**src/rtl/fpu_pkg.sv**
```systemverilog
// fpu_pkg: shared FPU exception-flag layout and the {data,exc} result entry.
package fpu_pkg;
   localparam int EXC_W = 5;
   localparam int NV    = 4;
   localparam int DZ    = 3;
   localparam int OF    = 2;
   localparam int UF    = 1;
   localparam int NX    = 0;
   localparam int RES_W = 32;
   typedef struct packed {
      logic [RES_W-1:0] data;
      logic [EXC_W-1:0] exc;
   } res_entry_t;
endpackage

```
**src/rtl/rvdffe.sv**
```systemverilog
// rvdffe: enabled register cell with asynchronous active-low reset to zero.
module rvdffe #(
   parameter int WIDTH = 1
) (
   input  logic             clk,
   input  logic             rst_l,
   input  logic             i_en,
   input  logic [WIDTH-1:0] i_din,
   output logic [WIDTH-1:0] o_dout
);
   always_ff @(posedge clk or negedge rst_l)
      if (!rst_l) o_dout <= '0;
      else if (i_en) o_dout <= i_din;
endmodule

```
**src/rtl/sqrt_result_buffer.sv**
```systemverilog
// sqrt_result_buffer: result FIFO behind the sqrt unit with in-flight credit tracking.
// Define SQRT_RESBUF_FFLAGS_EN to accumulate sticky exception flags into fflags.
module sqrt_result_buffer
   import fpu_pkg::*;
#(
   parameter int exp_width  = 8,
   parameter int mant_width = 24,
   parameter int DEPTH      = 4
) (
   input  logic                          clk,
   input  logic                          rst_l,
   input  logic                          issue,
   input  logic                          cancel,
   input  logic                          res_valid,
   input  logic [exp_width+mant_width-1:0] res_data,
   input  logic [EXC_W-1:0]              res_exc,
   output logic                          issue_allow,
   output logic                          out_valid,
   input  logic                          out_ready,
   output logic [exp_width+mant_width-1:0] out_data,
   output logic [EXC_W-1:0]              out_exc,
   output logic [$clog2(DEPTH):0]        count,
   output logic                          overflow,
   output logic [EXC_W-1:0]              fflags,
   input  logic                          fflags_clr
);
   localparam int DW = exp_width + mant_width;
   localparam int AW = $clog2(DEPTH);
   localparam int CW = AW + 1;
   logic [AW-1:0] r_wptr, r_rptr;
   logic [CW-1:0] r_count, r_inflight, w_count_nxt, w_inflight_nxt;
   logic          r_overflow, w_overflow_nxt;
   logic          w_full, w_pop, w_push, w_drop;
   res_entry_t    r_mem [DEPTH];
   res_entry_t    w_wr, w_head;
   always_comb begin
      w_full         = r_count == CW'(DEPTH);
      w_pop          = out_valid && out_ready;
      w_push         = res_valid && (!w_full || w_pop);
      w_drop         = res_valid && !w_push;
      w_count_nxt    = r_count + CW'(w_push) - CW'(w_pop);
      // A result with nothing in flight is still stored but must not underflow the credit count
      w_inflight_nxt = cancel ? '0
                     : r_inflight + CW'(issue) - CW'(res_valid && r_inflight != '0);
      w_overflow_nxt = (r_overflow && !fflags_clr) || w_drop;
      w_wr           = '{data: RES_W'(res_data), exc: res_exc};
      w_head         = r_mem[r_rptr];
   end
   for (genvar i = 0; i < DEPTH; i++) begin : g_ent
      rvdffe #(.WIDTH($bits(res_entry_t))) u_ent (
         .clk(clk), .rst_l(rst_l), .i_en(w_push && r_wptr == AW'(i)),
         .i_din(w_wr), .o_dout(r_mem[i]));
   end
   rvdffe #(.WIDTH(AW)) u_wptr (.clk(clk), .rst_l(rst_l), .i_en(w_push),
      .i_din(r_wptr + AW'(1)), .o_dout(r_wptr));
   rvdffe #(.WIDTH(AW)) u_rptr (.clk(clk), .rst_l(rst_l), .i_en(w_pop),
      .i_din(r_rptr + AW'(1)), .o_dout(r_rptr));
   rvdffe #(.WIDTH(CW)) u_count (.clk(clk), .rst_l(rst_l), .i_en(1'b1),
      .i_din(w_count_nxt), .o_dout(r_count));
   rvdffe #(.WIDTH(CW)) u_inflight (.clk(clk), .rst_l(rst_l), .i_en(1'b1),
      .i_din(w_inflight_nxt), .o_dout(r_inflight));
   rvdffe #(.WIDTH(1)) u_ovf (.clk(clk), .rst_l(rst_l), .i_en(1'b1),
      .i_din(w_overflow_nxt), .o_dout(r_overflow));
`ifdef SQRT_RESBUF_FFLAGS_EN
   logic [EXC_W-1:0] r_fflags;
   // Clear applies before same-cycle flags are merged, so new flags survive a clear
   rvdffe #(.WIDTH(EXC_W)) u_fflags (.clk(clk), .rst_l(rst_l), .i_en(1'b1),
      .i_din((fflags_clr ? '0 : r_fflags) | (w_push ? res_exc : '0)), .o_dout(r_fflags));
   assign fflags = r_fflags;
`else
   assign fflags = '0;
`endif
   assign issue_allow = ({1'b0, r_count} + {1'b0, r_inflight}) < (CW+1)'(DEPTH);
   assign out_valid   = r_count != '0;
   assign out_data    = out_valid ? DW'(w_head.data) : '0;
   assign out_exc     = out_valid ? w_head.exc : '0;
   assign count       = r_count;
   assign overflow    = r_overflow;
endmodule

```
**config.mk**
```make
export PLATFORM = sky130hd
export DESIGN_NAME = sqrt_result_buffer
export DESIGN_NICKNAME = d
export VERILOG_FILES = /design/src/rtl/fpu_pkg.sv /design/src/rtl/rvdffe.sv /design/src/rtl/sqrt_result_buffer.sv
export SDC_FILE = /design/constraint.sdc
export NUM_CORES = 1
export LEC_CHECK = 0
export CAP_MARGIN = 20
export CORE_AREA = 2 2 125 127
export DETAILED_ROUTE_END_ITERATION = 8
export DIE_AREA = 0 0 127 129
export PLACE_DENSITY_LB_ADDON = 0.12
export SLEW_MARGIN = 20
export SYNTH_ARGS = -nofsm -noshare
export SYNTH_HDL_FRONTEND = slang
export SYNTH_SLANG_ARGS = --single-unit
```
**constraint.sdc**
```tcl
create_clock -name clk -period 4.3 [get_ports clk]
set_clock_uncertainty 0.2 [all_clocks]
set_input_delay 0.86 -clock clk [delete_from_list [all_inputs] [get_ports clk]]
set_output_delay 0.86 -clock clk [all_outputs]
set_load 0.1 [all_outputs]
```
==> results summary, run 1 <==
Among all flip-flop cells after synthesis, the most frequent one is sky130_fd_sc_hd__dfrtp_1. The vertical extent of the die is roughly 130 um. The sort of element at the end of the critical path is an output pin. The root buffer cell chosen for the clock tree is sky130_fd_sc_hd__clkbuf_16.

Input and output buffers added on the ports amount to 86. The total count of max-transition violations in the final report came out at 0. The via count of the first global-routing pass came out at between 4,000 and 5,000. The number of maximum-capacitance constraint violations came out at 0. The run finished with clean final reports. The warning count from the yosys run is 0. The maximum clock rate is 289 MHz. The area of the die came out at ~16,000 um^2. The core area is 15,000 um^2. For this configuration, the core starts out at a cell density of 0.491. The data arrival time at the worst-slack endpoint is between 2 and 2.5 ns.

In this run the worst setup path begins at u_rptr.o_dout[0]. The fill cell instance count of the final layout is approximately 1,200. The number of enable flip-flop cells after synthesis is 0.

The count of H-tree levels built during CTS came out at 4. In this run the cell area measured after placement is between 8000 and 9000 um^2. In the routed layout, each cell is associated on average with a via count of 5.51. The commonest cells after synthesis are sky130_fd_sc_hd__dfrtp_1 (159), sky130_fd_sc_hd__mux2_2 (149), sky130_fd_sc_hd__and2_1 (38).

The area of all placed cells without fillers came out at 8900 um^2. The worst setup path is of the flip-flop to output pin kind. The cell area that synthesis handed to floorplanning was 7350 um^2. Among all cell types in the netlist, the one instantiated most often is sky130_fd_sc_hd__dfrtp_1. For this run, the register share of the synthesized area comes to 0.541. The number of antenna violations at the first check in global routing was 0. The required time at the endpoint of the critical path came out at 3.24 ns. The async set or reset register ratio after synthesis is 1.00. The last weighted congestion value of the routability-driven placer is between 0.7 and 0.8. In this run the worst path has a maximum fanout of 14. The relative area change from synthesis to final layout came out at 21.0%. The depth of the worst register-to-register path is 8.

In the final routed layout, each cell accounts on average for 19.2 um. The post-route DRC violation count came out at 0. Summed over all layers, the routed wires come to 14.4 mm. Entering global routing, the biggest net connects between 80 and 90 pins. The remaining number of nets flagged by the antenna check after routing is 0. The number of setup buffers added after CTS came out at 0.

The worst max-slew margin expressed relative to the limit came out at 0.346. The first detailed-routing pass took 4 iterations. Setup repair after global routing left no endpoint under its margin.

The worst register-to-register path begins at u_count.o_dout[2]. The post-detailed-placement half-perimeter wirelength is approximately 8.8 mm. The largest total area in the synthesized netlist belongs to sky130_fd_sc_hd__dfrtp_1. The path class of the lowest-slack min-delay path is primary input to asynchronous set/reset pin. The utilization after layout is 0.594.

The top-level I/O count is 92. The TritonCTS buffer count came out at 17. STA classifies the critical path startpoint as a flip-flop. The number of antenna diodes is 0. The detailed router finished its first iteration with 174 violations. The clock period could shrink to around 3.5 ns. The register-to-register path setup slack is ~1.1 ns.

The wire length of the first global-routing pass came out at 24.0 mm. The synthesized area divided by synthesized cell count came out at 15.9 um^2. The endpoint of the worst-slack reg-to-reg timing path is u_count.o_dout[2]. The floorplan has 45 rows.

The total global routing overflow is 0. At the pin with the least slew margin, the transition time is about 0.98 ns. The tree built by TritonCTS fans out to roughly 160 sinks. The number of gates given a new drive strength after cts came out at 0.

The worst-case clock buffer depth is 2. The width of the die is about 130 um. The top-area cell type share of the netlist area is 0.541. Clock-pin slew was measured on the worst setup and hold paths at 0.06 ns. The number of hold violations in the final report is 0. The CTS tree is yes. The final period utilization is 0.804.

The count of state elements after synthesis is about 160. Clock latency on the worst-skew pair, taken at its later pin, is 0.42 ns. The number of distinct library cells after synthesis came out at 26. In the global route stage, overall resource usage came out at 0.192. The number of endpoints failing setup at the final stage is 0. After synthesis, the cell types taking the most area are sky130_fd_sc_hd__dfrtp_1 (54%), sky130_fd_sc_hd__mux2_2 (23%), sky130_fd_sc_hd__mux4_2 (11%). The number of hold buffers added after CTS came out at 0.

The via count is approximately 4,100. The total negative slack for setup checks is 0 ns. Of the cells placed in the final design, the portion with a size suffix greater than 1 is 0.491. The layout net count is 607. Synthesis produced a netlist whose cell count is 462.
==> cells by family (layout without fill, tap and decap cells) <==
logic type	after synthesis	after routing	share of synthesized area
mux	186	186	0.342
xor+xnor	7	7	0.00834
compound gates	2	2	0.00187
other cells	1	5	0.000510
simple gates	56	56	0.0480
buf+inv	39	137	0.0362
flops	159	159	0.541
fa+ha+maj	12	12	0.0225
==> layout make-up <==
cell class              count  area (um^2)  share of cell area
clock inverters            15          198              0.0222
repair buffers             95          870              0.0977
clock buffers              17          425              0.0478
inverters                  10         37.5             0.00422
flip-flops and latches    159         3980               0.448
multi-input cells         268         3150               0.354
well taps                 188          235              0.0264
==> flip-flops by register name, summed over array words and instances, names as in the netlist <==
signal              cells
u_inflight.o_dout       3
u_rptr.o_dout           2
g_ent.u_ent.o_dout    148
u_wptr.o_dout           2
u_ovf.o_dout            1
u_count.o_dout          3
==> metrics by stage <==
step | hold slack, ns | instances | setup slack, ns
2_1_floorplan | 0.275 | 466 | 0.0471
3_3_place_gp | 0.284 | 720 | 1.02
3_5_place_dp | 0.290 | 720 | 0.969
4_1_cts | 0.304 | 752 | 0.764
5_1_grt | 0.309 | 752 | 0.666
6_report | 0.297 | 752 | 0.842
==> how the worst max path moves through the flow <==
| stage | slack, ns | cells after the start | end |
|---|---|---|---|
| final | 0.84 | 4 | out_data[3] |
| after global routing | 0.67 | 4 | out_data[9] |
| after floorplan | 0.05 | 3 | issue_allow |
| after detailed placement | 0.97 | 8 | u_count.o_dout[2] |
| after CTS | 0.76 | 4 | out_data[3] |
| after global placement | 1.02 | 8 | u_count.o_dout[2] |
==> metal layers <==
metal	track usage	wire length, um	up-vias	share of wire
met4	0.0524	121	0	0.0084
met1	0.257	6590	2225	0.46
met5	0	0	-	0
li1	-	-	1833	-
met3	0.0532	550	13	0.038
met2	0.314	7160	71	0.50
==> worst max-delay path, stage by stage, from the launching register on <==
cell	delay (ns)
sky130_fd_sc_hd__dfrtp_2	0.70
sky130_fd_sc_hd__buf_4	0.34
sky130_fd_sc_hd__mux4_2	0.51
sky130_fd_sc_hd__and2_1	0.19
sky130_fd_sc_hd__buf_4	0.24
==> layout by cell type, fill, tap and decap left out, types with 5 or more instances in the layout <==
cell,netlist,final
sky130_fd_sc_hd__conb_1,1,5
sky130_fd_sc_hd__clkbuf_16,0,17
sky130_fd_sc_hd__buf_4,6,45
sky130_fd_sc_hd__dfrtp_1,159,157
sky130_fd_sc_hd__inv_1,10,10
sky130_fd_sc_hd__ha_1,10,10
sky130_fd_sc_hd__mux4_2,37,37
sky130_fd_sc_hd__inv_6,0,5
sky130_fd_sc_hd__clkdlybuf4s50_1,0,46
sky130_fd_sc_hd__mux2_2,149,149
sky130_fd_sc_hd__and2_1,38,38
sky130_fd_sc_hd__nand2_1,5,5
Power of run 1 is left out: the tool's default activity adds up to more than one toggle a clock period on the data nets, which glitch-free logic cannot reach.
==> run 2, diff against run 1 <==
==> constraint.sdc (replaced) <==
create_clock -name clk -period 2.8 [get_ports clk]
set_clock_uncertainty 0.2 [all_clocks]
set_input_delay 0.56 -clock clk [delete_from_list [all_inputs] [get_ports clk]]
set_output_delay 0.56 -clock clk [all_outputs]
set_load 0.1 [all_outputs]
==> run 2 against run 1 <==
Net effect:
- sequential share of layout area fell by 3.5 points
- largest cell class unchanged
- global-route usage rose by 0.61 points
- die area did not move
==> results summary, run 2 (synthesis gave the netlist of run 1 again) <==
In the layout the commonest cells are sky130_fd_sc_hd__dfrtp_1 (154), sky130_fd_sc_hd__mux2_2 (149), sky130_fd_sc_hd__buf_12 (50), sky130_fd_sc_hd__clkdlybuf4s50_1 (42), sky130_fd_sc_hd__mux4_2 (37). The number of antenna violations at the first check in global routing came out at 0 (unchanged). In the finished design, the share of the clock period the worst path needs comes to 0.975. Setup repair after global routing left no endpoint under its margin. The core area is 15,000 um^2 (unchanged). The number of buffers added on ports is 86 (unchanged).

The layout net count came out at 620 (+2.1%). The run finished with clean final reports. The depth of the worst register-to-register path was 8 (unchanged). The wire length of the first global-routing pass is 24.6 mm (+2.3%). The worst register-to-register path begins at u_count.o_dout[2]. The setup path with the least slack is of type flip-flop to output pin. The largest net degree at the start of global routing was 77 (-13%). The CTS tree is yes. The largest registers in the layout are g_ent.u_ent.o_dout x148, u_count.o_dout x3, u_inflight.o_dout x3. The buffer cell driving the clock tree root is sky130_fd_sc_hd__clkbuf_16.

The worst setup path is launched from a flip-flop. The top-level I/O count came to 92 (unchanged). The width of the die was 127 um (unchanged). The clock slew at the register clock pins of the worst setup and hold paths was 0.06 ns (about the same). The sink count of the clock tree came out at 159 (unchanged). The via count of the first global-routing pass came out at 4,591 (+0.22%). The number of iterations in the first detailed-routing pass is 4 (unchanged). The clock latency of the later-clocked register in the worst-skew pair came to 0.43 ns (about the same). The fill cell instance count of the final layout came out at 1,076 (-7.2%). The initial core utilization came out at 0.491 (unchanged). The endpoint of the worst-slack reg-to-reg timing path is u_count.o_dout[2]. The total routed wirelength came out at 14.9 mm (+3.1%). The register-to-register path setup slack is 0.15 ns (-0.99 ns). The via count came out at 4,152 (+0.24%). The number of hold violations in the final report is 0 (unchanged). The total negative slack for setup checks is 0 ns (unchanged).

STA classifies the critical path endpoint as an output pin. The last weighted congestion value of the routability-driven placer came out at 0.688 (-6.4%). The overall routing resource usage came to 0.198 (+0.00607).

The register with the most flip-flops in the final layout is g_ent.u_ent.o_dout. The area of the die is 16,400 um^2 (unchanged). The fraction of layout instances using a drive strength above 1 came out at 0.558 (+0.0669). The end point of the worst hold path is g_ent[2].u_ent.o_dout[29].

The TritonCTS buffer count is 17 (unchanged). The count of H-tree levels built during CTS was 4 (unchanged). The number of maximum-capacitance constraint violations is 0 (unchanged). The number of endpoints failing setup at the final stage is 0 (unchanged). Along the worst hold path, the cell count comes to 1. The maximum clock rate came out at 366 MHz. The number of setup buffers added after CTS came out at 0 (unchanged). The largest fanout of any net on the critical path came out at 22 (+8).

The library cell used most frequently in the layout, excluding fill and tap cells, is sky130_fd_sc_hd__dfrtp_1. The post-detailed-placement half-perimeter wirelength came to 9.38 mm (+7.1%). The required time at the endpoint of the critical path came out at 2.04 ns (-1.20 ns). The detail-routed via count per cell came out at 5.43 (-1.5%). The relative area change from synthesis to final layout came out at 31.4%. The flip-flop count of the largest register after layout is 148 (unchanged). The average wire length per cell after detail routing is 19.4 um (+1.4%). The remaining number of nets flagged by the antenna check after routing is 0 (unchanged). In this run the worst hold path is classified as flip-flop to flip-flop. The number of antenna diodes came out at 0 (unchanged). The total global routing overflow came out at 0 (unchanged). The data arrival time at the worst-slack endpoint came to 1.97 ns (-0.43 ns).

The worst-case clock buffer depth was 2 (unchanged). The total count of max-transition violations in the final report was 0 (unchanged). The post-route DRC violation count is 0 (unchanged).

The shortest clock period the worst path allows after layout came out at 2.73 ns. The worst hold path begins at g_ent[2].u_ent.o_dout[29]. The number of rows in the core area is 45 (unchanged).

The vertical extent of the die is 129 um (unchanged). The violation count after the first detailed-route iteration came to 219 (+26%).
run 2: area by class of cell:
cell class                      instances  area, um^2  area share
Sequential cell                       159        3990       0.413
Timing Repair Buffer                  108        1570       0.163
Inverter                               10        37.5     0.00389
Multi-Input combinational cell        268        3230       0.334
Tap cell                              188         235      0.0243
Clock inverter                         15         173      0.0179
Clock buffer                           17         425      0.0440
run 2: per-stage QoR:
stage / hold WS, ns / utilization / area (um^2) / cells / worst slack (ns)
after detailed placement: 0.280 / 0.600 / 8990 / 731 / -0.00951
after global placement: 0.274 / 0.600 / 8990 / 731 / 0.0452
after CTS: 0.304 / 0.644 / 9640 / 765 / 0.0148
after floorplan: 0.0644 / - / 7440 / 466 / -0.0702
after global routing: 0.311 / 0.645 / 9660 / 765 / 0.00491
final: 0.299 / 0.645 / 9660 / 765 / 0.0708
run 2: worst max-delay path by stage:
stage / start / endpoint / slack, ns / cells after the start
global route: u_rptr.o_dout[0] / out_data[9] / 0.005 / 4
detailed placement: out_ready / u_count.o_dout[2] / -0.01 / 7
finish: u_rptr.o_dout[0] / out_data[14] / 0.07 / 4
global placement: out_ready / u_count.o_dout[2] / 0.05 / 7
CTS: u_rptr.o_dout[0] / out_exc[0] / 0.01 / 4
floorplan: u_count.o_dout[1] / issue_allow / -0.07 / 3
run 2: per-layer routing:
layer / wire length (um) / global-route usage
met3: 478 / 0.0474
met4: 165 / 0.0582
met2: 7640 / 0.338
met5: 0 / 0
met1: 6590 / 0.256
run 2: critical path: stages, from the launching register on:
cell                      delay [ns]
sky130_fd_sc_hd__dfrtp_2        0.41
sky130_fd_sc_hd__buf_12         0.23
sky130_fd_sc_hd__mux4_2         0.51
sky130_fd_sc_hd__and2_2         0.22
sky130_fd_sc_hd__buf_12         0.16
run 2: repair_timing:
| item | in CTS | in global routing |
|---|---|---|
| gates cloned | 1 | 0 |
| endpoints found under the hold margin | 32 | 0 |
| pin swaps | 1 | 0 |
| setup endpoints to repair | 37 | 8 |
| hold buffers | 1 | 0 |
| resized for setup | 5 | 9 |
Power of run 2 is left out for the same reason.
